===== src/rtl/fifo_wr_arbiter_if.sv =====
// Requester-side write bus of the FIFO write arbiter: one valid/data/last lane per requester
// plus the one-hot grant returned by the arbiter.
interface fifo_wr_arbiter_if #(
  parameter int unsigned N    = 4,
  parameter int unsigned BITS = 16
);
  logic [N-1:0]      req;
  logic [N*BITS-1:0] req_data;
  logic [N-1:0]      req_last;
  logic [N-1:0]      grant;

  modport master (
    output req,
    output req_data,
    output req_last,
    input  grant
  );

  modport slave (
    input  req,
    input  req_data,
    input  req_last,
    output grant
  );
endinterface


===== src/rtl/fifo_wr_arbiter.sv =====
// Round-robin, burst-capped arbiter that merges N write requesters into one FIFO write port
// and tracks FIFO occupancy so that grants stop while the FIFO is full.
module fifo_wr_arbiter #(
  parameter int unsigned N         = 4,
  parameter int unsigned BITS      = 16,
  parameter int unsigned SIZE      = 128,
  parameter int unsigned MAX_BURST = 4,
  localparam int unsigned OccW     = $clog2(SIZE),
  localparam int unsigned OwnW     = (N > 1) ? $clog2(N) : 1,
  localparam int unsigned CntW     = $clog2(MAX_BURST + 1)
) (
  input  logic                clk,
  input  logic                rst_n,
  fifo_wr_arbiter_if.slave    bus,
  output logic                fifo_wr_en,
  output logic [BITS-1:0]     fifo_wr_data,
  input  logic                fifo_rd_en,
  output logic [OccW-1:0]     occupancy,
  output logic [OwnW-1:0]     owner,
  output logic                busy
);

  typedef enum logic [0:0] {StIdle, StBurst} state_e;

  state_e            state_q, state_d;
  logic [OccW-1:0]   occ_q, occ_d;
  logic [OwnW-1:0]   owner_q, owner_d;
  logic [OwnW-1:0]   rr_ptr_q, rr_ptr_d;
  logic [CntW-1:0]   cnt_q, cnt_d;

  logic              space_ok;
  logic              found;
  logic [OwnW-1:0]   win;
  logic [N-1:0]      grant_c;
  logic              accept;
  logic              acc_last;
  logic              rd_ok;
  logic [BITS-1:0]   wr_data_c;

  // Circular search starting just after the previous burst owner.
  always_comb begin
    int unsigned idx;
    found = 1'b0;
    win   = '0;
    idx   = 0;
    for (int k = 1; k <= int'(N); k++) begin
      idx = 32'(rr_ptr_q) + 32'(k);
      if (idx >= N) idx = idx - N;
      if (!found && bus.req[OwnW'(idx)]) begin
        found = 1'b1;
        win   = OwnW'(idx);
      end
    end
  end

  always_comb begin
    space_ok = (occ_q < OccW'(SIZE - 1));
    grant_c  = '0;
    // Grant is forced low during the reset cycle so nothing is written while state is stale.
    if (rst_n) begin
      unique case (state_q)
        StIdle:  if (space_ok && found) grant_c[win] = 1'b1;
        StBurst: grant_c[owner_q] = bus.req[owner_q] & space_ok;
        default: grant_c = '0;
      endcase
    end
  end

  always_comb begin
    wr_data_c = '0;
    for (int i = 0; i < int'(N); i++) begin
      if (grant_c[i] && bus.req[i]) wr_data_c = wr_data_c | bus.req_data[i*BITS +: BITS];
    end
  end

  assign accept       = |(bus.req & grant_c);
  assign acc_last     = |(bus.req & grant_c & bus.req_last);
  assign rd_ok        = fifo_rd_en && (occ_q != '0);
  assign bus.grant    = grant_c;
  assign fifo_wr_en   = accept;
  assign fifo_wr_data = wr_data_c;
  assign occupancy    = occ_q;
  assign owner        = owner_q;
  assign busy         = (state_q == StBurst);

  always_comb begin
    state_d  = state_q;
    owner_d  = owner_q;
    rr_ptr_d = rr_ptr_q;
    cnt_d    = cnt_q;
    unique case (state_q)
      StIdle: begin
        if (accept) begin
          owner_d = win;
          if (acc_last || (MAX_BURST == 1)) begin
            rr_ptr_d = win;
            cnt_d    = '0;
          end else begin
            state_d = StBurst;
            cnt_d   = CntW'(1);
          end
        end
      end
      StBurst: begin
        if (!bus.req[owner_q]) begin
          state_d  = StIdle;
          rr_ptr_d = owner_q;
          cnt_d    = '0;
        end else if (accept) begin
          if (acc_last || (cnt_q == CntW'(MAX_BURST - 1))) begin
            state_d  = StIdle;
            rr_ptr_d = owner_q;
            cnt_d    = '0;
          end else begin
            cnt_d = cnt_q + CntW'(1);
          end
        end
        // A full FIFO with req held leaves the burst open.
      end
      default: state_d = StIdle;
    endcase
  end

  always_comb begin
    occ_d = occ_q;
    unique case ({accept, rd_ok})
      2'b10:   occ_d = occ_q + OccW'(1);
      2'b01:   occ_d = occ_q - OccW'(1);
      default: occ_d = occ_q;
    endcase
  end

  always_ff @(posedge clk) begin
    if (!rst_n) begin
      state_q  <= StIdle;
      occ_q    <= '0;
      owner_q  <= '0;
      rr_ptr_q <= OwnW'(N - 1);
      cnt_q    <= '0;
    end else begin
      state_q  <= state_d;
      occ_q    <= occ_d;
      owner_q  <= owner_d;
      rr_ptr_q <= rr_ptr_d;
      cnt_q    <= cnt_d;
    end
  end

endmodule


===== src/flat_wrapper.sv =====
// flat-port wrapper written by rule: the top's interface ports become plain ports
module fifo_wr_arbiter_flat 
#(
  parameter int unsigned N         = 4,
  parameter int unsigned BITS      = 16,
  parameter int unsigned SIZE      = 128,
  parameter int unsigned MAX_BURST = 4,
  localparam int unsigned OccW     = $clog2(SIZE),
  localparam int unsigned OwnW     = (N > 1) ? $clog2(N) : 1,
  localparam int unsigned CntW     = $clog2(MAX_BURST + 1)
)
  (clk, rst_n, fifo_wr_en, fifo_wr_data, fifo_rd_en, occupancy, owner, busy, bus_req, bus_req_data, bus_req_last, bus_grant);
  fifo_wr_arbiter_if #(.N(N), .BITS(BITS)) bus_i ();
  input  logic clk;
  input  logic rst_n;
  output logic fifo_wr_en;
  output logic [BITS-1:0] fifo_wr_data;
  input  logic fifo_rd_en;
  output logic [OccW-1:0] occupancy;
  output logic [OwnW-1:0] owner;
  output logic busy;
  input wire logic [$bits(bus_i.req)-1:0] bus_req;
  input wire logic [$bits(bus_i.req_data)-1:0] bus_req_data;
  input wire logic [$bits(bus_i.req_last)-1:0] bus_req_last;
  output wire logic [$bits(bus_i.grant)-1:0] bus_grant;
  assign bus_i.req = bus_req;
  assign bus_i.req_data = bus_req_data;
  assign bus_i.req_last = bus_req_last;
  assign bus_grant = bus_i.grant;
  fifo_wr_arbiter #(.N(N), .BITS(BITS), .SIZE(SIZE), .MAX_BURST(MAX_BURST)) u_core (.clk(clk), .rst_n(rst_n), .bus(bus_i), .fifo_wr_en(fifo_wr_en), .fifo_wr_data(fifo_wr_data), .fifo_rd_en(fifo_rd_en), .occupancy(occupancy), .owner(owner), .busy(busy));
endmodule

===== config.mk =====
export PLATFORM = sky130hd
export DESIGN_NAME = fifo_wr_arbiter_flat
export DESIGN_NICKNAME = d
export VERILOG_FILES = /design/src/rtl/fifo_wr_arbiter_if.sv /design/src/rtl/fifo_wr_arbiter.sv /design/src/flat_wrapper.sv
export SDC_FILE = /design/constraint.sdc
export NUM_CORES = 1
export LEC_CHECK = 0
export ABC_AREA = 1
export ABC_CLOCK_PERIOD_IN_PS = 3840
export BUFFER_PORTS_ARGS = -buffer_cell sky130_fd_sc_hd__buf_4
export CAP_MARGIN = 25
export CORE_UTILIZATION = 40
export DETAILED_ROUTE_END_ITERATION = 12
export HOLD_SLACK_MARGIN = 0.15
export PLACE_DENSITY_LB_ADDON = 0.12
export SYNTH_ARGS = -nofsm -noshare
export SYNTH_HDL_FRONTEND = slang
export SYNTH_SLANG_ARGS = --single-unit

===== constraint.sdc =====
create_clock -name clk -period 3.84 [get_ports clk]
set_input_delay 0.768 -clock clk [delete_from_list [all_inputs] [get_ports clk]]
set_output_delay 0.768 -clock clk [all_outputs]
set_load 0.01 [all_outputs]

* Word-level counts from Yosys, hierarchy flattened
Cells that the tools add are included.
** Word-level totals
- Flip-flop bits (word level) :: 15
- Latch bits :: 0
- Memory bits (writable) :: 0
- ROM bits :: 0
- Bits of input ports :: 75
- Word-level logic and storage cells :: 118
- Memories kept :: 0
** Operators by class
- $add $sub $neg :: 11
- Multiply operators :: 0
- Divide/modulo/power cells :: 0
- $lt $le $gt $ge :: 13
- Equality and inequality tests :: 7
- Shift operators :: 0
- Muxes and demuxes :: 52
- Bitwise operators :: 8
- Reductions and logical operators :: 22
** Operators by type and width (count)
- $mux 16 :: 4
- $or 16x16->16 :: 3
- $mux 2 :: 13
- $lt 2x3->1 const B :: 6
- $mux 1 :: 17
- $pmux 7 s2 :: 1
- $and 4x4->4 :: 3
- $mux 3 :: 4
- $logic_and 1x1->1 :: 11
- $bmux 1 s2 :: 5
- $ge 3x3->1 const B :: 3
- $mux 4 :: 2
- $pmux 4 s2 :: 1
- $reduce_or 4->1 :: 2
- $sub 2x1->2 const B :: 4
- $add 7x1->7 const B :: 1
- $lt 7x7->1 const B :: 1
- $reduce_bool 7->1 :: 1
- $sub 7x1->7 const B :: 1
- $add 2x2->3 const B :: 2
- $ne 3x3->1 const B :: 2
- $pmux 3 s2 :: 1
- $add 2x3->4 const B :: 1
- $demux 1 s2 :: 2
- 17 further kinds :: 22

* Logic depth before layout (Yosys ltp)
Gate-level depths: netlist of run 1.
- Word-level depth :: 30
- Mapped depth :: 28
- Gate-level depth less buffers :: 27

* Least setup slack after synthesis of run 1
OpenSTA, ideal clock, no wires.
- Path type :: input port to flip-flop
- Start point :: in bus_req[1]
- End point :: reg u_core.occ_q[6], in the netlist u_core.occupancy[6]
- Data arrival time :: 3495 ps
- Slack :: 219 ps
- Cell stages on the path :: 25
- Path buffers :: 0
- Path through :: nand2_1 > nand2_4 > nand2_4 > nand2_2 > nor2_1 > nand2_1 > nand2_1 > nand3_1 > nand2_2 > nand3_2 > nand2_1 > nor2_1 > ha_1 > fa_1 > a21oi_1 > nor2_1 > nor2_1 > o21ai_0 > a21oi_1 > inv_1 > o21ai_0 > a21oi_1 > or2_2 > nand2_1 > a21oi_1
** Between the ends
- Word-level cells in the longest chain between the ends :: 23
- Elaborated cells on any way between the ends :: 41
- Classes of those cells :: 2 x order compare; 2 x eq/ne; 24 x mux; 3 x bitwise; 10 x reduce/logical
** Ends and longest elaborated chain
- start, declared :: RTL line flat_wrapper.sv:22 : input wire logic [$bits(bus_i.req)-1:0] bus_req;
- $bmux 1 s2 :: RTL line fifo_wr_arbiter.sv:49 : if (!found && bus.req[OwnW'(idx)]) begin
- $mux 1 (not written as such) :: RTL line fifo_wr_arbiter.sv:49
- $mux 1 :: RTL line fifo_wr_arbiter.sv:49
- $logic_not 1->1 :: RTL line fifo_wr_arbiter.sv:49
- $logic_and 1x1->1 :: RTL line fifo_wr_arbiter.sv:49
- $mux 1 :: RTL line fifo_wr_arbiter.sv:49
- $logic_not 1->1 :: RTL line fifo_wr_arbiter.sv:49
- $logic_and 1x1->1 :: RTL line fifo_wr_arbiter.sv:49
- [7 not listed]
- $demux 1 s2
- $mux 4 :: RTL line fifo_wr_arbiter.sv:62 : StIdle: if (space_ok && found) grant_c[win] = 1'b1;
- $pmux 4 s2 :: RTL line fifo_wr_arbiter.sv:61 : unique case (state_q)
- $mux 4 :: RTL line fifo_wr_arbiter.sv:60 : if (rst_n) begin
- $and 4x4->4 * :: RTL line fifo_wr_arbiter.sv:76 : assign accept = |(bus.req & grant_c);
- $reduce_or 4->1 * :: RTL line fifo_wr_arbiter.sv:76
- $eq 2x1->1 or $eq 2x2->1 (tied branches) :: RTL line fifo_wr_arbiter.sv:126 : unique case ({accept, rd_ok})
- $pmux 7 s2 or $reduce_bool 2->1 (tied branches)
- end signal, assigned :: RTL line fifo_wr_arbiter.sv:136 : occ_q <= '0;
- end signal, assigned :: RTL line fifo_wr_arbiter.sv:142 : occ_q <= occ_d;
- end, declared :: RTL line fifo_wr_arbiter.sv:26 : logic [OccW-1:0] occ_q, occ_d;
Mark *: on every way between the ends. The rest lies on a longest branch, timed or not. The select of a mux whose other input is x is not followed.
A chain may end at the register's enable or synchronous reset.

* Final worst setup path of run 1
Ends and elaborated chain as after synthesis.

==> impl_summary.md, run 1 <==
Run status
The run finished with clean final reports.

Power and ir drop
Per report_power, the combinational group accounts for 83.7% of the total. The leakage dissipation is 1.481 nW. The internal power is 1.257 mW. The clock network accounts for 4.7% of the total power.

The power per standard cell area is 982.8 mW/mm^2. The relative contribution of sequential cells to total power is 11.5%. The switching portion of total power is 53.78%. In this run the power spent charging and discharging nets is 1.462 mW.

The worst-case IR drop observed on VDD is 558.1 uV.

Drt
In this run the remaining antenna-violating nets after routing total 0. The total vias in the final route is 2361. The routed length per placed instance is 11.97 um. The count of unresolved DRC violations after routing is 0. The detailed-route wire length is 5661 um. For this run, the detailed router's first-pass iteration total came to 4. The first routing iteration left 115 violations. In the routed layout, each cell is associated on average with a via count of 4.992.

Floorplan
Pin placement for this block handled 106 I/O pins. The die boundary height is 69.88 um. From left edge to right edge, the die measures 69.88 um. The full die area is 0.004883 mm^2. For this configuration, the core starts out at a cell density of 42.04%.

The placeable core region is 0.004384 mm^2. The site row count is 24.

Global routing
The first-pass GRT wire length is 9204 um. Global routing used 22.34% of the available tracks across all layers. The number of global-route vias before repair was 2134. For this run the aggregate overflow at the end of global routing stands at 0. The pin count of the biggest net entering global routing is 18.

The number of antenna violations at the first check in global routing is 0.

Timing
Dividing the final minimum period by the clock period gives 91.97%. The final number of max-transition violations is 0. Setup repair after global routing left no endpoint under its margin.

The achievable frequency is 0.2832 GHz. Across the routed clock network, the largest skew measured is 1.228 ps. The number of setup violations in the final report is 0. The final hold violation count is 0. The minimum clock period is 3531 ps. The setup TNS after final layout is 0 ps. The worst pin sits at a relative slew slack of 79.28%. For the pin with the worst max-slew slack, the measured transition is 308.8 ps.

Place
The number of port buffers is 105. The congestion estimate from routability-driven global placement came to 0.8789. The placed cell area is 0.002714 mm^2.

The half-perimeter wire length after placement is 4609 um.

Critical path
The worst setup path is captured at a register. The worst setup path is launched from a primary input. The category of the critical setup timing path is primary input to register. The most numerous cell type found on the critical path is nand2_1. For the worst setup path, the data required time is 3980 ps. The largest driver fanout on the critical path is 4. The critical-path cell with the highest stage delay is fa_1. For this run, the slowest stage of the critical path takes 410 ps. The data arrival time at the worst-slack endpoint is 3670 ps.

Cells and area
The filler cells instantiated in the layout total 414. Cells with a size suffix above 1 make up 38.24% of the layout. Once layout is done, the placed cells without fillers occupy 0.002766 mm^2. From synthesis to final layout, the design area changed by 50.10%.

At the end of the flow, the number of nets in the layout was 506. The repair_antennas step left the layout with diodes totalling 0. The core occupancy in the finished layout is 63.10%.

Logic synthesis
Synthesis produced a netlist with a net count of 395. The number of storage elements in the synthesis netlist is 15. The most common cell in the netlist is nand2_1. After synthesis the cells add up to 0.001843 mm^2. The number of flops mapped to enable cells by yosys is 0. The fraction of synthesis flops using an asynchronous set or reset pin is 0%. The count of cell types in the netlist is 35. Of all cell types, the one taking the most synthesized area is nand2_1. The share of synthesized area in the top cell type comes to 22.20%. The most used flip-flop cell after synthesis is dfxtp_1. Ranked by total cell area, the synthesized netlist is headed by nand2_1, dfxtp_1, nand4_1. By count the netlist is led by nand2_1, nor2_1, nand4_1, inv_1, dfxtp_1. Counting every instance in the synthesized netlist gives 311.

The share of the Yosys chip area taken by registers is 16.29%. The synthesized area per cell is 5.926 um^2. Yosys printed 0 warnings.

CTS
The number of gates resized after CTS was 0. The number of buffers between clock root and the deepest sink is 2. The CTS tree is yes. The number of clock sinks seen by CTS is 15. The quantity of hold-fixing buffers added after cts is 0.

The H-tree level count is 1. Clock-pin slew was measured on the worst setup and hold paths at 60 ps. The total setup buffers inserted after CTS is 0. Clock latency on the worst-skew pair, taken at its later pin, is 250 ps. Clock tree synthesis selected as its root buffer the cell clkbuf_8. The number of clock buffers added by TritonCTS is 3.

Flow run
The tool flagged a number of max-cap violations equal to 0.

Min path
The min-delay analysis places its worst path in the category register to register.
-- flip-flops by register name (all words and copies together), names as in the netlist --
register / count
u_core.cnt_q: 3
u_core.rr_ptr_q: 2
u_core.owner: 2
u_core.busy: 1
u_core.occupancy: 7
-- critical path, delay by kind of cell --
family,cells,cell delay (ps)
buffers and inverters,2,180
AND/OR/NAND/NOR,16,1480
adder cells (fa/ha/maj),2,620
AO/OA/AOI/OAI,6,620
-- through the flow --
step / std cells / setup slack (ps) / hold WS, ps / power [mW]
2_1_floorplan: 311 / 219.2 / 490.1 / 1.787
3_3_place_gp: 469 / 102.5 / 477.6 / 2.545
3_5_place_dp: 469 / 37.55 / 485.2 / 2.568
4_1_cts: 473 / 266.5 / 498.5 / 2.712
5_1_grt: 473 / 11.02 / 526.2 / 2.991
6_report: 473 / 308.5 / 494.7 / 2.719
-- cell usage in the layout, fill, tap and decap left out --
cell / count
nor2_4: 3
nor2_1: 25
inv_1: 22
and2_1: 1
nand4_1: 25
nor3_1: 1
inv_2: 8
dfxtp_2: 1
o21ai_2: 1
nor2_2: 3
ha_1: 7
a21oi_1: 13
nand4_4: 1
clkinv_2: 1
a21boi_0: 1
nand2_2: 13
o21ai_1: 4
nor3_2: 2
clkbuf_8: 3
a21boi_2: 1
dfxtp_1: 14
buf_4: 113
nand3_2: 5
or2_2: 1
nand3b_1: 1
clkinv_1: 1
nand2_1: 109
fa_1: 1
o21bai_1: 1
ha_2: 1
o21ai_0: 13
xor2_1: 5
nand2_4: 4
nand3_1: 14
nor4_1: 1
a31oi_1: 1
-- worst paths after layout --
| path | from | endpoint | slack, ps | cells past startpoint |
|---|---|---|---|---|
| hold reg to reg | u_core.occupancy[6] | u_core.occupancy[6] | 490 | 1 |
| hold / removal | u_core.occupancy[6] | u_core.occupancy[6] | 490 | 1 |
| setup reg to reg | u_core.rr_ptr_q[0] | u_core.occupancy[6] | 410 | 27 |
| setup / recovery | bus_req[1] | u_core.occupancy[6] | 310 | 26 |
-- power by group through the flow --
stage          combinational (mW)  sequential [mW]  clock (mW)
3_3_place_gp                 2.23            0.315           0
4_1_cts                      2.27            0.312       0.131
3_5_place_dp                 2.25            0.315           0
5_1_grt                      2.52            0.323       0.144
6_report                     2.28            0.314       0.128
2_1_floorplan                1.48            0.306           0
-- cells by family after synthesis --
kind of cell               Yosys count  synth area share, %
and+or+nand+nor                    209                55.80
buffers and inverters               38                8.622
DFF                                 15                16.29
xor gates and xnor gates             5                2.376
AOI/OAI and AO/OA                   35                10.39
adders and majority gates            9                6.518
-- metal layers --
layer  GRT usage, %  part of all wire, %  vias to the layer above  wire [um]
li1               -                    -                     1248          -
met3          3.175                  6.1                        7        344
met4          6.444                 0.94                        0         53
met5              0                    0                        -          0
met1          26.46                   43                     1024       2455
met2          41.35                   50                       82       2808
-- final cells by class --
class                           count  area, um^2  share of cell area, %
Sequential cell                    15       301.5                  10.90
Multi-Input combinational cell    258        1389                  50.20
Tap cell                           52       65.06                  2.352
Timing Repair Buffer              113       848.3                  30.66
Clock buffer                        3       41.29                  1.493
Inverter                           31       116.4                  4.206
Clock inverter                      1       5.005                 0.1809
Note: power is estimated with default switching activity, not from simulation.
==> inputs of run 2 (changes only) <==
Settings changed: ABC_AREA 1 to 0, CORE_MARGIN set to 2, CORE_UTILIZATION 40 to 38.
==> run 2 against run 1 <==
  * Area after synthesis fell by 14%
  * Sequential power fell by 11%
  * Clock-buffer cell count did not move
  * Global-route usage fell by 1.9 points
  * Total power fell by 48%
  * Non-clock buffer count fell by 3
  * Wire length fell by 5.3%
  * Utilization fell by 1.7 points
  * Worst setup slack got worse by 1.8 ps
  * Critical path type unchanged
  * Critical endpoint unchanged
==> impl_summary.md, run 2 <==
Run status
The run finished with clean final reports.

Logic synthesis
The fraction of synthesis flops using an asynchronous set or reset pin is 0%. The synthesized area per cell is 7.814 um^2. The most common cell in the netlist is nand2_1. The dominant cell type by area after synthesis is dfxtp_1.

After synthesis, the largest area contributor takes up 18.84% of total cell area. The number of storage elements in the synthesis netlist is 15. The post-synthesis sequential area ratio is 18.84%. The post-synth design cell area is 0.001594 mm^2.

The number of flops mapped to enable cells by yosys is 0. Among all flip-flop cells after synthesis, the most frequent one is dfxtp_1. The number of synthesis warnings is 0.

By area the synthesized netlist is led by dfxtp_1, nand2_1, a222oi_1. In the synthesized netlist, the cells that appear most often are nand2_1, a222oi_1, dfxtp_1, o21ai_0, inv_1. The netlist uses 57 different library cells. Counting every net in the synthesized netlist gives 288. The number of instances in the synthesized netlist is 204.

Global routing
The number of global-route vias before repair was 1616. The global route total overflow is 0. Entering global routing, the biggest net connects 21 pins. The overall global routing resource usage is 20.49%. The number of antenna violations at the first check in global routing is 0. The first-pass GRT wire length is 7355 um.

Power and ir drop
The share of total power dissipated in combinational logic is 70.6%. The share of total power dissipated in sequential elements is 19.9%. The clock share of power is 9.5%.

The switching portion of total power is 44.98%. The worst ir drop on vdd is 306.3 uV. The leakage dissipation is 1.230 nW. Dividing total power by cell area gives a power density of 566.7 mW/mm^2. The internal power is 771.3 uW. The net switching power of the design is 630.4 uW.

Drt
After detailed routing, the average wire length per cell comes to 15.06 um. In this run, the number of DRC markers left after iteration 0 of detailed routing was 153. The total vias in the final route is 1987. The routed design has 5361 um of wire. The number of iterations in the first detailed-routing pass is 5. In the routed layout, each cell is associated on average with a via count of 5.581.

Once detail routing completed, the nets flagged for antenna violations numbered 0. The count of unresolved DRC violations after routing is 0.

Timing
The clock period could shrink to 3533 ps. The achievable frequency is 0.2830 GHz. The final hold violation count came to 0. The slew at the pin with the worst max-slew slack is 373.8 ps. Across all setup checks in the final design, the least slack found is 306.7 ps. Setup repair after global routing left no endpoint under its margin.

The final clock period utilization by the worst path is 92.01%. Between clock sinks in the finished design, the worst skew comes to 0.6584 ps. The setup TNS after final layout is 0 ps. The worst hold slack across all endpoints is 448.4 ps. The final number of max-transition violations is 0. The headroom to the max-slew limit is 74.82%. The number of setup violations in the final report is 0.

Floorplan
The total area inside the core boundary comes to 0.004029 mm^2. The floorplan step defined a die boundary enclosing 0.004729 mm^2. In this run the horizontal extent of the chip is 68.77 um.

The number of top-level design ports is 106. The initial cell density of the core is 39.57%. The site row count is 23. The die is 68.77 um tall.

Cells and area
The register with the most flip-flops in the layout has 7 of them. The area growth from synthesis to layout is 55.18%. At the end of the flow the core is filled with cells to 61.40%. After routing the design area is 0.002474 mm^2. The net count of the finished layout is 391. The area occupied by registers is 300.3 um^2. The multi-input gate area in the final layout is 0.001197 mm^2. Leaving out fill and tap cells, the most frequent cells in the layout are buf_4, nand2_1, a222oi_1. The commonest non-fill, non-tap cell in the layout is buf_4.

In the final layout, the share of cells above drive strength 1 is 41.83%. The number of antenna diodes in the final layout is 0. The number of fill cells in the layout is 391.

CTS
The total clock buffers created by CTS is 3. The number of clock sinks seen by CTS is 15. In this run the number of H-tree levels came out at 1. The quantity of hold-fixing buffers added after cts is 0. The later-pin clock latency in the skew report is 250 ps. The root buffer cell is clkbuf_8. The post-CTS clock slew at the launch and capture registers of the worst setup and hold paths is 60 ps. The number of gates resized after CTS was 0. The number of buffers between clock root and the deepest sink is 2. The total setup buffers inserted after CTS is 0. The CTS tree is yes.

Flow run
Across the run, the number of max-cap violations was 0.

Critical path
The endpoint class of the critical path is a register. The endpoint required time on the critical path is 4020 ps. The sort of element at the start of the critical path is a primary input. Data arrives at the worst endpoint at 3720 ps.

Along the worst path, the maximum fanout reaches 7. By startpoint and endpoint, the worst setup path is classified as primary input to register.

Place
The placed cell area is 0.002427 mm^2. The half-perimeter wire length after placement is 4194 um. The pre-CTS setup slack is 43.15 ps. The number of port buffers is 105.

The congestion estimate from routability-driven global placement came to 0.8708.

Min path
In this run the worst hold path is classified as register to register.
run 2: layer usage:
metal / track usage [%] / vias to the layer above / part of all wire, %
li1: - / 979 / -
met1: 26.58 / 909 / 41
met2: 34.01 / 91 / 47
met3: 3.084 / 8 / 11
met4: 8.088 / 0 / 1.3
met5: 0 / - / 0
run 2: layout make-up:
cell class / instances / area share [%]
clock buffers: 3 / 1.669
clock inverters: 1 / 0.2023
inverters: 11 / 1.669
multi-input cells: 166 / 48.41
flip-flops and latches: 15 / 12.14
well taps: 50 / 2.529
repair buffers: 110 / 33.38
run 2: stage by stage:
step / cells / total power [mW]
after floorplan: 204 / 0.8910
after global placement: 352 / 1.260
after detailed placement: 352 / 1.267
after CTS: 356 / 1.411
after global routing: 356 / 1.528
final: 356 / 1.402
run 2: final timing paths:
path	from	slack, ps	endpoint	cells after the start
setup / recovery	bus_req[3]	310	u_core.occupancy[6]	14
hold reg to reg	u_core.cnt_q[2]	450	u_core.cnt_q[2]	2
hold / removal	u_core.cnt_q[2]	450	u_core.cnt_q[2]	2
setup reg to reg	u_core.occupancy[0]	570	u_core.occupancy[6]	13
run 2: cells by family (layout without fill, tap and decap cells):
| logic type | Yosys count | after routing | share of synthesized area, % |
|---|---|---|---|
| fa+ha+maj | 9 | 9 | 7.536 |
| mux | 2 | 2 | 2.277 |
| xor+xnor | 6 | 6 | 3.297 |
| buf+inv | 23 | 125 | 6.044 |
| compound gates | 70 | 70 | 36.73 |
| flops | 15 | 15 | 18.84 |
| simple gates | 79 | 79 | 25.27 |
run 2: power groups by stage:
stage	Combinational [mW]	Clock [mW]	Sequential, mW
2_1_floorplan	0.611	0	0.280
3_3_place_gp	0.979	0	0.281
3_5_place_dp	0.986	0	0.281
4_1_cts	0.994	0.140	0.278
5_1_grt	1.10	0.143	0.287
6_report	0.990	0.133	0.279
run 2: worst max-delay path, cell delays in order:
cell and delay (ps):
buf_4 130, nor2b_4 130, o21a_4 230, o41ai_4 420
a22oi_2 120, ha_1 280, fa_1 420, a21o_1 190
a21oi_1 210, o21bai_1 100, a21oi_1 170, xor2_1 90
or3_1 300, a21boi_0 150
